### src/rtl/fetch_pkg.sv
// Shared definitions for the fetch queue slice.
//   NOP_INSTR     - instruction word presented when no entry is valid
//   INSTR_BYTES   - address increment between sequential fetches
//   fetch_entry_t - one queued instruction with the PC it was fetched from
package fetch_pkg;

   localparam logic [31:0] NOP_INSTR   = 32'h0000_0013;
   localparam int          INSTR_BYTES = 4;

   // pc sits in the upper half so a packed entry matches {pc, instr}
   typedef struct packed {
      logic [31:0] pc;
      logic [31:0] instr;
   } fetch_entry_t;

endpackage

### src/rtl/sync_fifo.sv
// Small synchronous FIFO with flush.
//   clk, reset       - rising-edge clock, async active-high reset
//   push, push_data  - write an entry (accepted when not full, or when full
//                      with a simultaneous pop)
//   pop              - discard the head entry (ignored when empty)
//   flush            - empty the FIFO at the next edge, dominates push/pop
//   pop_data         - current head entry (undefined content when empty)
//   full, empty      - occupancy flags
//   count            - number of stored entries, 0..DEPTH
module sync_fifo #(
   parameter int WIDTH = 64,
   parameter int DEPTH = 4
) (
   input  logic                     clk,
   input  logic                     reset,
   input  logic                     push,
   input  logic [WIDTH-1:0]         push_data,
   input  logic                     pop,
   input  logic                     flush,
   output logic [WIDTH-1:0]         pop_data,
   output logic                     full,
   output logic                     empty,
   output logic [$clog2(DEPTH):0]   count
);

   localparam int AW = $clog2(DEPTH);
   localparam int CW = AW + 1;

   logic [WIDTH-1:0] mem [DEPTH];
   logic [AW-1:0]    rd_ptr;
   logic [AW-1:0]    wr_ptr;
   logic             do_push;
   logic             do_pop;

   assign full     = (count == CW'(DEPTH));
   assign empty    = (count == '0);
   // a push into a full FIFO is only legal when the head leaves the same cycle
   assign do_push  = push && (!full || pop);
   assign do_pop   = pop && !empty;
   assign pop_data = mem[rd_ptr];

   // DEPTH is a power of two, so the pointers wrap on their own
   always_ff @(posedge clk or posedge reset) begin
      if (reset) begin
         rd_ptr <= '0;
         wr_ptr <= '0;
         count  <= '0;
      end else if (flush) begin
         rd_ptr <= '0;
         wr_ptr <= '0;
         count  <= '0;
      end else begin
         if (do_push) wr_ptr <= wr_ptr + AW'(1);
         if (do_pop)  rd_ptr <= rd_ptr + AW'(1);
         count <= count + CW'(do_push) - CW'(do_pop);
      end
   end

   // storage needs no reset; count and pointers define what is valid
   always_ff @(posedge clk) begin
      if (do_push && !flush) mem[wr_ptr] <= push_data;
   end

endmodule

### src/rtl/fetch_queue.sv
// Sequential instruction fetch with a small in-order instruction queue.
//   clk, reset                      - rising-edge clock, async active-high reset
//   imem_req_valid/ready/addr       - request channel to instruction memory
//   imem_rsp_valid/data             - in-order responses, one per accepted
//                                     request, no back-pressure
//   redirect_valid, redirect_pc     - flush everything and restart fetching
//   instr_valid/ready, instr, pc    - queue head toward decode
// Issue is throttled so that buffered entries plus in-flight requests never
// exceed DEPTH; every response therefore always has a slot waiting for it.
module fetch_queue
   import fetch_pkg::*;
#(
   parameter int              XLEN     = 32,
   parameter logic [XLEN-1:0] RESET_PC = 32'h0000_0000,
   parameter int              DEPTH    = 4
) (
   input  logic            clk,
   input  logic            reset,
   output logic            imem_req_valid,
   input  logic            imem_req_ready,
   output logic [XLEN-1:0] imem_req_addr,
   input  logic            imem_rsp_valid,
   input  logic [XLEN-1:0] imem_rsp_data,
   input  logic            redirect_valid,
   input  logic [XLEN-1:0] redirect_pc,
   output logic            instr_valid,
   input  logic            instr_ready,
   output logic [XLEN-1:0] instr,
   output logic [XLEN-1:0] pc
);

   localparam int              CW        = $clog2(DEPTH) + 1;
   localparam logic [CW:0]     DEPTH_LIM = (CW + 1)'(DEPTH);
   localparam logic [XLEN-1:0] STEP      = XLEN'(INSTR_BYTES);

   logic [XLEN-1:0]   fetch_pc;
   logic [XLEN-1:0]   rsp_pc;
   logic [CW-1:0]     outstanding;
   logic [CW-1:0]     outstanding_next;
   logic [CW-1:0]     discard;
   logic [CW-1:0]     count;
   logic [CW:0]       reserved;
   logic [XLEN-1:0]   redirect_base;
   logic [2*XLEN-1:0] head;
   logic              req_fire;
   logic              drop;
   logic              push;
   logic              pop;
   logic              full;
   logic              empty;

   assign reserved       = {1'b0, count} + {1'b0, outstanding};
   assign imem_req_valid = !reset && !redirect_valid && (reserved < DEPTH_LIM);
   assign imem_req_addr  = fetch_pc;
   assign req_fire       = imem_req_valid && imem_req_ready;
   assign redirect_base  = {redirect_pc[XLEN-1:2], 2'b00};

   // responses owed to a flushed stream are swallowed while discard is nonzero;
   // a response landing in the redirect cycle itself is never pushed either
   assign drop             = (discard != '0);
   assign push             = imem_rsp_valid && !drop && !redirect_valid;
   assign pop              = instr_valid && instr_ready;
   assign outstanding_next = outstanding + CW'(req_fire) - CW'(imem_rsp_valid);

   sync_fifo #(
      .WIDTH (2 * XLEN),
      .DEPTH (DEPTH)
   ) entries (
      .clk       (clk),
      .reset     (reset),
      .push      (push),
      .push_data ({rsp_pc, imem_rsp_data}),
      .pop       (pop),
      .flush     (redirect_valid),
      .pop_data  (head),
      .full      (full),
      .empty     (empty),
      .count     (count)
   );

   // on redirect every request still in flight after this edge is stale,
   // so discard is loaded with the post-edge outstanding count
   always_ff @(posedge clk or posedge reset) begin
      if (reset) begin
         fetch_pc    <= RESET_PC;
         rsp_pc      <= RESET_PC;
         outstanding <= '0;
         discard     <= '0;
      end else begin
         outstanding <= outstanding_next;
         if (redirect_valid) begin
            fetch_pc <= redirect_base;
            rsp_pc   <= redirect_base;
            discard  <= outstanding_next;
         end else begin
            if (req_fire)              fetch_pc <= fetch_pc + STEP;
            if (push)                  rsp_pc   <= rsp_pc + STEP;
            if (imem_rsp_valid && drop) discard <= discard - CW'(1);
         end
      end
   end

   assign instr_valid = !empty;
   assign instr       = empty ? XLEN'(NOP_INSTR) : head[XLEN-1:0];
   assign pc          = empty ? '0 : head[2*XLEN-1:XLEN];

   a_no_overflow : assert property (@(posedge clk) disable iff (reset)
      !(push && full && !pop));
   a_reservation : assert property (@(posedge clk) disable iff (reset)
      reserved <= DEPTH_LIM);
   a_no_orphan_rsp : assert property (@(posedge clk) disable iff (reset)
      !(imem_rsp_valid && outstanding == '0));

endmodule

### config.mk
export PLATFORM = sky130hd
export DESIGN_NAME = fetch_queue
export DESIGN_NICKNAME = d
export VERILOG_FILES = /design/src/rtl/fetch_pkg.sv /design/src/rtl/sync_fifo.sv /design/src/rtl/fetch_queue.sv
export SDC_FILE = /design/constraint.sdc
export NUM_CORES = 1
export LEC_CHECK = 0
export CELL_PAD_IN_SITES_DETAIL_PLACEMENT = 1
export CELL_PAD_IN_SITES_GLOBAL_PLACEMENT = 2
export CORE_ASPECT_RATIO = 0.5
export CORE_MARGIN = 1
export CORE_UTILIZATION = 41
export DETAILED_ROUTE_END_ITERATION = 16
export PLACE_DENSITY_LB_ADDON = 0.1
export SYNTH_ARGS = -nofsm -noshare
export SYNTH_HDL_FRONTEND = slang
export SYNTH_HIERARCHICAL = 1
export SYNTH_SLANG_ARGS = --single-unit
### constraint.sdc
create_clock -name clk -period 8.73 [get_ports clk]
set_input_delay 1.746 -clock clk [delete_from_list [all_inputs] [get_ports clk]]
set_output_delay 1.746 -clock clk [all_outputs]
set_load 0.01 [all_outputs]
Word-level counts from Yosys, hierarchy flattened
Memory sizes are Yosys's and may differ from the RTL's.
Index checks and enable logic that the tools add are counted.
{"block": "classes", "add_sub_neg": 10, "order_cmp": 1, "n_eq_ne": 1, "muxes": 15, "reduce_logical": 23}
{"operator": "$mux W32", "count": 6}
{"operator": "$add A32 B3 Y32 const B", "count": 2}
{"operator": "$logic_and A1 B1 Y1", "count": 10}
{"operator": "$reduce_bool A2 Y1", "count": 5}
{"operator": "$mux W3", "count": 3}
{"operator": "$mux W2", "count": 4}
{"operator": "$add A3 B1 Y3", "count": 2}
{"operator": "$sub A3 B1 Y3", "count": 2}
{"operator": "$logic_not A1 Y1", "count": 5}
{"operator": "$add A2 B1 Y2 const B", "count": 2}
{"operator": "$add A3 B3 Y4", "count": 1}
{"operator": "$lt A4 B3 Y1 const B", "count": 1}
{"operator": "$eq A3 B3 Y1 const B", "count": 1}
{"operator": "$logic_not A3 Y1", "count": 1}
{"operator": "$reduce_bool A3 Y1", "count": 1}
{"operator": "$sub A3 B1 Y3 const B", "count": 1}
{"operator": "$mux W1", "count": 2}
{"operator": "$logic_or A1 B1 Y1", "count": 1}
{"block": "word_totals", "ff_bits": 77, "ram_bits": 256, "inputBits": 70, "out_inout_bits": 98, "elab_cells": 58, "mem_count": 1}
{"memory": "entries.mem", "depth": 4, "width": 64, "rd": 1, "rd_ports_with_merged_regs": 0, "wr": 1, "line_no": "sync_fifo.sv:29", "rtl": "logic [WIDTH-1:0] mem [DEPTH];"}

Depth between registers and ports, before layout
Gate-level depths: netlist of the first run.
{"block": "depth", "ltp_word": 8, "mapped_depth": 14, "depth_no_buf": 14}

Cells and area by module
Netlist of the first run, hierarchy kept.
{"mod": "sync_fifo", "n_inst": 1, "cells_per_inst": 383, "area_per_inst_um2": 9689.3}
{"mod": "fetch_queue", "n_inst": 1, "cells_per_inst": 475, "area_per_inst_um2": 4256.6}

Least setup slack after synthesis of the first run
OpenSTA, ideal clock, no wires.
{"block": "synth_path", "kind": "input to register", "start": "input redirect_valid", "end": "memory entries.mem[2][0] (enable)", "setup_ns": 0.578, "arrival_ns": 7.219, "setup_slack_ns": 0.933, "stages": 6, "n_path_buf": 2, "path_cell_list": "clkbuf_1 -> clkbuf_1 -> nor2_1 -> o21a_1 -> inv_1 -> nor3b_1"}
{"block": "synth_between", "elab_chain_len": 6}
{"item": "from (decl)", "line_no": "fetch_queue.sv:24", "rtl": "input logic redirect_valid,"}
{"item": "$logic_not A1 Y1", "line_no": "fetch_queue.sv:61", "rtl": "assign push = imem_rsp_valid && !drop && !redirect_valid;"}
{"item": "$logic_and A1 B1 Y1", "line_no": "fetch_queue.sv:61"}
{"item": "via push", "line_no": "fetch_queue.sv:47", "rtl": "logic push;"}
{"item": "$logic_and A1 B1 Y1", "line_no": "sync_fifo.sv:38", "rtl": "assign do_push = push && (!full || pop);"}
{"item": "$logic_and A1 B1 Y1", "line_no": "sync_fifo.sv:61", "rtl": "if (do_push && !flush) mem[wr_ptr] <= push_data;"}
{"item": "$mux W1", "line_no": "sync_fifo.sv:61"}
{"item": "$mux W1 (implied by the code)", "line_no": "sync_fifo.sv:61"}
{"item": "to (decl)", "line_no": "sync_fifo.sv:29"}
The timed path passes the listed nets, and every way through them passes these cells.

Worst setup path in the final report of the first run
{"block": "layout_path", "start": "input redirect_valid", "end": "output imem_req_valid"}
{"block": "layout_between", "elab_chain_len": 3}
{"item": "$logic_not A1 Y1", "line_no": "fetch_queue.sv:53", "rtl": "assign imem_req_valid = !reset && !redirect_valid && (reserved < DEPTH_LIM);"}
{"item": "$logic_and A1 B1 Y1 (2 in a row)", "line_no": "fetch_queue.sv:53"}
{"item": "to (decl)", "line_no": "fetch_queue.sv:19", "rtl": "output logic imem_req_valid,"}
Every way passes these cells.

==> key figures, run 1 <==
Timing
  • Max_slew headroom: 0.350
  • Setup TNS Final: 0 ps
  • RSZ-0062 raised after global routing: no
  • Worst Clk Skew: 16.4 ps
  • Final Hold Fails: 0
  • Max Freq: 193 MHz
  • Slew @ Worst Pin: 976 ps
  • # setup viols final: 0
  • Slew Limit Fails: 0
  • Fin crit share: 0.592
  • Hold WS: 549 ps
  • Period minus WS final: 5170 ps

Job
  • Max_cap viols: 0

Detailed routing
  • # DRC: 0
  • Post-DRT Antenna Nets: 0
  • Vias/cell: 5.37
  • Via count: 8046
  • Routed wire length: 32.5 mm
  • WL per Instance: 21.7 um
  • 1st-pass router iterations: 5
  • DRT iter0 DRCs: 386

Global route
  • Grt total ovfl: 0
  • Antenna violations before repair: 0
  • Number of global-route vias before repair: 8640
  • Pin count of the biggest net entering global routing: 69
  • GRT Util Overall: 0.189
  • First-pass GRT wire length: 50.4 mm

Die
  • Chip Width: 263 um
  • Number of top-level design ports: 168
  • Total core area: 33300 um^2
  • Die H: 132 um
  • Initial Util: 0.419
  • Num rows: 47
  • Die ar.: 34800 um^2

Power and ir drop
  • Max IR drop VDD: 0.000144 V
  • Pleak: 5.69 nW
  • Power per cell area: 212 nW/um^2

Setup path
  • Slowest CP cell: clkdlybuf4s50_1
  • Critical path arrival: 3420 ps
  • Worst R2R End: entries/count[2]$_DFF_PP0_
  • Critical path peak fanout: 28
  • Reg2reg setup slack: 5030 ps
  • CP required: 6980 ps
  • Delay-heaviest family, CP: buffers and inverters
  • Reg2reg path depth: 13
  • Worst setup SP type: primary input
  • Critical path's largest stage delay: 500 ps
  • Cell Chain, Critical Path: buf_2 > inv_1 > and3_1 > clkdlybuf4s50_1
  • WP buf/inv: 3
  • R2R Path Start: entries/count[1]$_DFF_PP0_
  • CP Class: in2out
  • Crit. End Element: output pin

Clocking
  • Number of setup buffers added after CTS: 0
  • CTS sink cnt: 329
  • Clock root cell: clkbuf_16
  • Clk slew on worst S/H paths: 60 ps
  • CTS resizes: 0
  • Cts bufs inserted: 30
  • Htree depth: 1
  • CTS Buffer Depth: 3
  • CTS tree: yes
  • Worst skew pair latency: 560 ps
  • Cts hold-fix bufs: 0

Placed design
  • Hpwl dp: 20.5 mm
  • GP Congestion: 0.745
  • Buffers on Ports: 163

Worst hold path
  • Hold Path Class: reg2reg
  • Hold path start: outstanding[0]$_DFF_PP0_
  • Hold EP: outstanding[0]$_DFF_PP0_
  • Hold Path Stages: 1

Final layout
  • Fillers: 3196
  • Share of layout cells above drive strength 1: 0.148
  • Syn-to-layout area delta: 22.4%
  • NumNets Final: 1122

Synth
  • Ys Warns: 6
  • Post-Syn Instances: 857
  • Mapped Area: 13900 um^2
  • Syn avg cell area: 16.3 um^2

Outcome
  • Status: complete, no violations
-- worst reg2reg max path: cells and delay by family (launching register included) --
kind	cells	cell delay, ps
flops	1	500
simple gates	4	830
fa+ha+maj	3	790
compound gates	1	300
buf+inv	4	1020
xor+xnor	1	170
-- cell usage in the layout, fill, tap and decap left out, types with 4 or more instances in the layout --
cell type	instances
a21oi_1	7
a31oi_1	7
and3_1	13
and4_1	4
buf_4	15
bufinv_16	4
clkbuf_1	9
clkbuf_16	31
clkdlybuf4s50_1	162
clkinv_1	4
clkinv_2	5
conb_1	10
dfrtp_1	71
edfxtp_1	256
ha_1	14
inv_1	20
mux2_2	8
mux4_2	64
nand2_1	51
nand2b_1	4
nand3_1	28
nand4_1	20
nor2_1	20
nor2b_1	63
nor3b_2	4
nor4_1	7
o211ai_1	10
o21ai_0	39
o311ai_0	12
or2_2	4
xnor2_1	17
xor2_1	20
-- state kept, by name, summed over array words and instances, names as in the netlist --
name            flops
entries/wr_ptr      2
entries/rd_ptr      2
imem_req_addr      30
entries/count       3
outstanding         3
rsp_pc             30
entries/mem       256
discard             3
-- worst max path at each step --
stage / from / endpoint / cells past startpoint
CTS: entries/rd_ptr[0]$_DFFE_PP0P_ / pc[17] / 4
finish: redirect_valid / imem_req_valid / 4
floorplan: redirect_valid / entries/mem[2][0]$_DFFE_PP_ / 6
global route: entries/rd_ptr[0]$_DFFE_PP0P_ / pc[26] / 4
detailed placement: redirect_valid / discard[2]$_DFFE_PP0P_ / 12
global placement: redirect_valid / discard[2]$_DFFE_PP0P_ / 12
-- area by class of cell --
| cell class | instances | area, um^2 | area share |
|---|---|---|---|
| clock inverter | 13 | 163 | 0.00953 |
| tap | 441 | 552 | 0.0323 |
| sequential | 329 | 9520 | 0.558 |
| antenna | 1 | 2.50 | 0.000147 |
| inverter | 22 | 83.8 | 0.00491 |
| clock buffer | 40 | 810 | 0.0474 |
| timing repair buffer | 178 | 1740 | 0.102 |
| multi-input combinational | 475 | 4200 | 0.246 |
-- metal layers --
layer	wire length, um	track usage	vias to the layer above
li1	-	-	3673
met1	15300	0.265	4239
met2	15900	0.320	119
met3	1040	0.0308	15
met4	271	0.0291	0
met5	0	0	-
-- per-stage QoR --
stage	std cells	utilization	area [um^2]	setup WS, ps	power, mW
finish	1499	0.513	17100	3560	3.61
global route	1498	0.513	17100	3260	3.75
CTS	1498	0.513	17100	3400	3.66
detailed placement	1445	0.484	16100	3440	2.33
global placement	1445	0.484	16100	3500	2.31
floorplan	866	-	14000	933	2.09
-- report_power, final --
part           total (mW)  switching (mW)  internal (mW)
clock network        1.32           0.557          0.765
logic               0.436           0.218          0.218
registers            1.85          0.0887           1.76
Power figures use the tool's default switching activity.
==> inputs of run 2 (changes only) <==
- CORE_UTILIZATION: 41 -> 37
- clock period: 8.73 -> 4.41 ns (I/O delays scaled with it)
==> run 2 against run 1 <==
Die area increased by 11%. Combinational power up 100%. Worst hold slack improved by 11 ps. Clock-buffer cell count is 7 lower. Highest routed layer unchanged. Sequential power increased by 98%. Final cell count increased by 3.3%. First-iteration DRC count shrank 10%. Register-to-register slack got worse by 3700 ps. Flip-flop and latch count is the same.
==> key figures, run 2 (same netlist as run 1, synthesis figures left out) <==
Outcome
  • Status: complete, no violations

Placed design
  • Buffers on Ports: 163 (unchanged)
  • GP Congestion: 0.735 (-1.4%)
  • Placed cell count: 1494 (+3.4%)
  • Hpwl dp: 21.5 mm (+5.0%)
  • DP Worst Slack: 467 ps (-2970 ps)

Timing
  • RSZ-0062 raised after global routing: no
  • Final worst slack: 599 ps (-2960 ps)
  • Max Freq: 262 MHz
  • Period minus WS final: 3810 ps
  • Final Hold Fails: 0 (unchanged)
  • Slew @ Worst Pin: 851 ps (-125 ps)
  • Max_slew headroom: 0.427 (+0.0778)
  • Slew Limit Fails: 0 (unchanged)
  • Hold WS: 560 ps (+11.4 ps)
  • Fin crit share: 0.864
  • Worst Clk Skew: 7.90 ps (-8.53 ps)
  • # setup viols final: 0 (unchanged)

Worst hold path
  • Hold Path Class: reg2reg

Global route
  • GRT Util Overall: 0.176 (-0.0138)
  • Antenna violations before repair: 0 (unchanged)
  • First-pass GRT wire length: 51.8 mm (+2.8%)
  • Grt total ovfl: 0 (unchanged)
  • Pin count of the biggest net entering global routing: 68 (-1.4%)
  • Number of global-route vias before repair: 8772 (+1.5%)

Clocking
  • Cts hold-fix bufs: 0 (unchanged)
  • Clock root cell: clkbuf_16
  • Clk slew on worst S/H paths: 70 ps (about the same)
  • CTS sink cnt: 329 (unchanged)
  • Htree depth: 1 (unchanged)
  • CTS tree: yes
  • Worst skew pair latency: 570 ps (about the same)
  • Number of setup buffers added after CTS: 0 (unchanged)
  • CTS Buffer Depth: 3 (unchanged)
  • Cts bufs inserted: 30 (unchanged)
  • CTS resizes: 0 (unchanged)

Power and ir drop
  • Power per cell area: 419 nW/um^2 (+98%)
  • Pleak: 5.80 nW (+2.0%)
  • Max IR drop VDD: 0.000266 V (+84%)
  • Total power: 7.27 mW (+100%)

Final layout
  • Largest register FFs: 256 (unchanged)
  • Fin cells: 1549 (+3.3%)
  • Commonest non-fill, non-tap cell in the layout: edfxtp_1
  • Diodes inserted: 0 (-1)
  • NumNets Final: 1128 (+0.53%)
  • Biggest register: entries/mem
  • Syn-to-layout area delta: 24.4%
  • Commonest cells after routing, fill and taps aside: edfxtp_1 (256), clkdlybuf4s50_1 (162), dfrtp_1 (71)
  • Share of layout cells above drive strength 1: 0.162 (+0.0139)

Die
  • Initial Util: 0.382 (-0.0367)
  • Chip Width: 277 um (+5.2%)
  • Die H: 139 um (+5.2%)
  • Total core area: 36500 um^2 (+9.6%)
  • Die ar.: 38500 um^2 (+11%)
  • Num rows: 49 (+4.3%)
  • Number of top-level design ports: 168 (unchanged)

Detailed routing
  • WL per Instance: 21.3 um (-1.7%)
  • Vias/cell: 5.24 (-2.5%)
  • DRT iter0 DRCs: 346 (-10%)
  • Routed wire length: 33.0 mm (+1.6%)
  • 1st-pass router iterations: 4 (-1)
  • Post-DRT Antenna Nets: 0 (unchanged)
  • # DRC: 0 (unchanged)
  • Via count: 8110 (+0.80%)

Setup path
  • Critical path peak fanout: 26 (-7.1%)
  • CP Class: reg2out
  • Worst setup SP type: flop
  • Crit. End Element: output pin
  • CP required: 3530 ps (-3450 ps)
  • Critical path arrival: 2930 ps (-490 ps)

Job
  • Max_cap viols: 0 (unchanged)
==> run 2: stage by stage <==
stage	instance area, um^2	setup TNS (ps)	utilization
finish	17300	0	0.475
global route	17300	0	0.475
CTS	17300	0	0.475
detailed placement	16300	0	0.447
global placement	16300	0	0.447
floorplan	14000	-70660	-
==> run 2: path summary, 6_finish.rpt <==
kind,from,endpoint,slack (ps),cells after the start
worst max-delay path,entries/rd_ptr[0]$_DFFE_PP0P_,instr[15],600,4
worst min-delay path,imem_req_addr[21]$_DFFE_PP0N_,imem_req_addr[21]$_DFFE_PP0N_,560,1
worst max register to register,discard[0]$_DFFE_PP0P_,entries/count[2]$_DFF_PP0_,1320,14
worst min register to register,imem_req_addr[21]$_DFFE_PP0N_,imem_req_addr[21]$_DFFE_PP0N_,560,1
max in group asynchronous,reset,rsp_pc[24]$_DFFE_PP0N_,2610,3
min in group asynchronous,reset,entries/wr_ptr[1]$_DFFE_PP0P_,740,2
==> run 2: final cells by class <==
cell class / instances / area [um^2]
inverters: 22 / 82.6
clock buffers: 33 / 772
clock inverters: 22 / 265
well taps: 484 / 606
multi-input cells: 475 / 4230
flip-flops and latches: 329 / 9520
fillers: 3536 / 19100
repair buffers: 184 / 1870
==> run 2: worst max-delay path, cell delays in order (launching register included) <==
cell and delay [ps]:
dfrtp_4 780, buf_4 360, mux4_2 530, nor2b_1 170, clkdlybuf4s50_1 500
==> run 2: metal layers <==
| metal | track usage | wire length (um) | vias to the layer above |
|---|---|---|---|
| met5 | 0 | 0 | - |
| met4 | 0.0291 | 427 | 0 |
| met3 | 0.0292 | 1040 | 34 |
| met2 | 0.301 | 16300 | 118 |
| met1 | 0.239 | 15300 | 4280 |
| li1 | - | - | 3678 |
==> run 2: report_power, final <==
| part | internal [mW] | leakage (nW) | switching [mW] |
|---|---|---|---|
| Combinational | 0.439 | 2.11 | 0.432 |
| Clock | 1.57 | 0.502 | 1.17 |
| Sequential | 3.49 | 3.19 | 0.173 |
| Total | 5.49 | 5.80 | 1.77 |
==> inputs of run 3 (changes only) <==
- PLACE_DENSITY: default -> 0.85
- PLACE_DENSITY_LB_ADDON: 0.1 -> default
==> run 3 against run 2 <==
Register-to-register slack got worse by 80 ps. Total power fell by 2.5%. Core utilization decreased by 0.28 points. Sequential share of layout area increased by 0.33 points. Critical path type unchanged.
==> key figures, run 3 (same netlist as run 1, synthesis figures left out) <==
Detailed routing
  • WL per Instance: 22.1 um (+3.8%)
  • 1st-pass router iterations: 4 (unchanged)
  • DRT iter0 DRCs: 446 (+29%)
  • Routed wire length: 34.4 mm (+4.0%)
  • Vias/cell: 5.25 (+0.20%)
  • Via count: 8142 (+0.39%)
  • Post-DRT Antenna Nets: 0 (unchanged)
  • # DRC: 0 (unchanged)

Final layout
  • Post-layout util: 0.473 (-0.00285)
  • Area of the multi-input gates: 4230 um^2 (unchanged)
  • Biggest register: entries/mem
  • Fillers: 3535 (-0.028%)
  • Share of layout cells above drive strength 1: 0.153 (-0.00874)
  • Commonest cells after routing, fill and taps aside: edfxtp_1 (256), clkdlybuf4s50_1 (162), dfrtp_1 (71)
  • Fin cells: 1552 (+0.19%)
  • FF+latch area: 9520 um^2 (unchanged)
  • Commonest non-fill, non-tap cell in the layout: edfxtp_1
  • Largest register FFs: 256 (unchanged)
  • Fin area: 17200 um^2 (-0.60%)
  • NumNets Final: 1128 (unchanged)
  • Syn-to-layout area delta: 23.6%

Global route
  • First-pass GRT wire length: 53.0 mm (+2.3%)
  • Number of global-route vias before repair: 8942 (+1.9%)
  • Pin count of the biggest net entering global routing: 68 (unchanged)
  • Grt total ovfl: 0 (unchanged)
  • GRT Util Overall: 0.179 (+0.00306)
  • Antenna violations before repair: 1 (+1)

Job
  • Max_cap viols: 0 (unchanged)

Die
  • Die ar.: 38500 um^2 (unchanged)
  • Chip Width: 277 um (unchanged)
  • Num rows: 49 (unchanged)
  • Total core area: 36500 um^2 (unchanged)
  • Number of top-level design ports: 168 (unchanged)
  • Die H: 139 um (unchanged)
  • Initial Util: 0.382 (unchanged)

Clocking
  • Cts hold-fix bufs: 0 (unchanged)
  • CTS sink cnt: 329 (unchanged)
  • Number of setup buffers added after CTS: 0 (unchanged)
  • Clock root cell: clkbuf_16
  • Worst skew pair latency: 580 ps (about the same)
  • Cts bufs inserted: 31 (+3.3%)
  • Clk slew on worst S/H paths: 60 ps (about the same)
  • CTS Buffer Depth: 3 (unchanged)
  • CTS resizes: 0 (unchanged)
  • Htree depth: 1 (unchanged)
  • CTS tree: yes

Power and ir drop
  • Combinational Power Share: 0.125 (+0.005)
  • P_int: 5.32 mW (-3.1%)
  • Power per cell area: 411 nW/um^2 (-1.9%)
  • P_sw: 1.76 mW (-0.71%)
  • Sw Share: 0.248 (+0.00453)
  • Max IR drop VDD: 0.000235 V (-12%)
  • Clk network pwr share: 0.357 (-0.019)
  • Power share of the sequential group: 0.518 (+0.014)
  • Pleak: 5.75 nW (-0.85%)

Setup path
  • Delay-heaviest family, CP: flip-flops
  • CP Class: reg2out
  • Critical path peak fanout: 34 (+31%)
  • Cell Chain, Critical Path: buf_12 > mux4_2 > nor2b_1 > clkdlybuf4s50_1
  • Slowest CP cell: dfrtp_2
  • Crit. Startpoint: entries/rd_ptr[1]$_DFFE_PP0P_
  • Critical path's largest stage delay: 980 ps (+200 ps)
  • Crit. End Element: output pin
  • CP required: 3530 ps (about the same)
  • Worst setup SP type: flop
  • Critical path arrival: 2970 ps (+40 ps)
  • WP buf/inv: 2 (unchanged)
  • R2R Path Start: discard[0]$_DFFE_PP0P_

Timing
  • Max_slew headroom: 0.378 (-0.0495)
  • Max Freq: 260 MHz (-1.1%)
  • Slew @ Worst Pin: 933 ps (+82.1 ps)
  • Final Hold Fails: 0 (unchanged)
  • Slew Limit Fails: 0 (unchanged)
  • Period minus WS final: 3850 ps (+41.4 ps)
  • Fin crit share: 0.874 (+0.00939)
  • Worst Clk Skew: 13.0 ps (+5.14 ps)
  • RSZ-0062 raised after global routing: no
  • # setup viols final: 0 (unchanged)
  • Hold WS: 574 ps (+13.5 ps)

Placed design
  • Placed cell count: 1493 (-0.067%)
  • GP Congestion: 0.789 (+7.2%)
  • Hpwl dp: 22.5 mm (+4.5%)
  • Buffers on Ports: 163 (unchanged)
  • Area after DPL: 16300 um^2 (-0.12%)

Worst hold path
  • Hold path start: outstanding[0]$_DFF_PP0_
  • Hold Path Class: reg2reg

Outcome
  • Status: complete, no violations
[run 3: changes by cell type in the layout (fill, tap and decap cells not counted), sizes merged]
cell and delta:
buf -1, bufinv -4, clkbuf +11, clkinv -2, clkinvlp -2, diode +1
[run 3: power by group through the flow]
stage	clock network, mW	logic, mW	registers, mW
2_1_floorplan	0	0.449	3.68
3_3_place_gp	0	0.865	3.71
3_5_place_dp	0	0.892	3.73
4_1_cts	2.58	0.905	3.67
5_1_grt	2.69	0.970	3.69
6_report	2.53	0.887	3.67
[run 3: per-layer routing]
metal / GRT usage / share of wire / vias to the layer above
met5: 0 / 0 / -
met4: 0.0326 / 0.013 / 0
met3: 0.0260 / 0.032 / 34
met2: 0.324 / 0.53 / 128
met1: 0.230 / 0.43 / 4293
li1: - / - / 3687
[run 3: worst paths after layout]
| kind | endpoint | slack, ps | cells after the start |
|---|---|---|---|
| setup / recovery | instr[3] | 560 | 4 |
| hold / removal | outstanding[0]$_DFF_PP0_ | 570 | 1 |
| setup reg to reg | entries/count[2]$_DFF_PP0_ | 1240 | 14 |
| hold reg to reg | outstanding[0]$_DFF_PP0_ | 570 | 1 |
| max in group asynchronous | rsp_pc[8]$_DFFE_PP0N_ | 2830 | 3 |
| min in group asynchronous | entries/wr_ptr[0]$_DFFE_PP0P_ | 680 | 2 |
[run 3: worst register-to-register path, cell delays in order (launching register included)]
cell	delay, ps
dfrtp_1	360
inv_1	120
ha_1	300
nand3b_1	240
nor2_1	180
o21a_1	220
inv_1	220
ha_1	340
inv_1	60
ha_1	130
inv_1	50
fa_1	380
xor2_1	160
and2_2	200
nor3_1	120
[run 3: stage by stage]
stage	power (mW)	setup TNS, ps	setup WS (ps)
2_1_floorplan	4.13	-70660	-290
3_3_place_gp	4.58	0	582
3_5_place_dp	4.62	0	519
4_1_cts	7.15	0	483
5_1_grt	7.35	0	422
6_report	7.08	0	557
[run 3: layout make-up]
type,count,share of cell area
Clock inverter,14,0.00617
Clock buffer,44,0.0490
Tap cell,484,0.0351
Antenna cell,1,0.000145
Timing Repair Buffer,183,0.107
Multi-Input combinational cell,475,0.245
Inverter,22,0.00479
Sequential cell,329,0.552
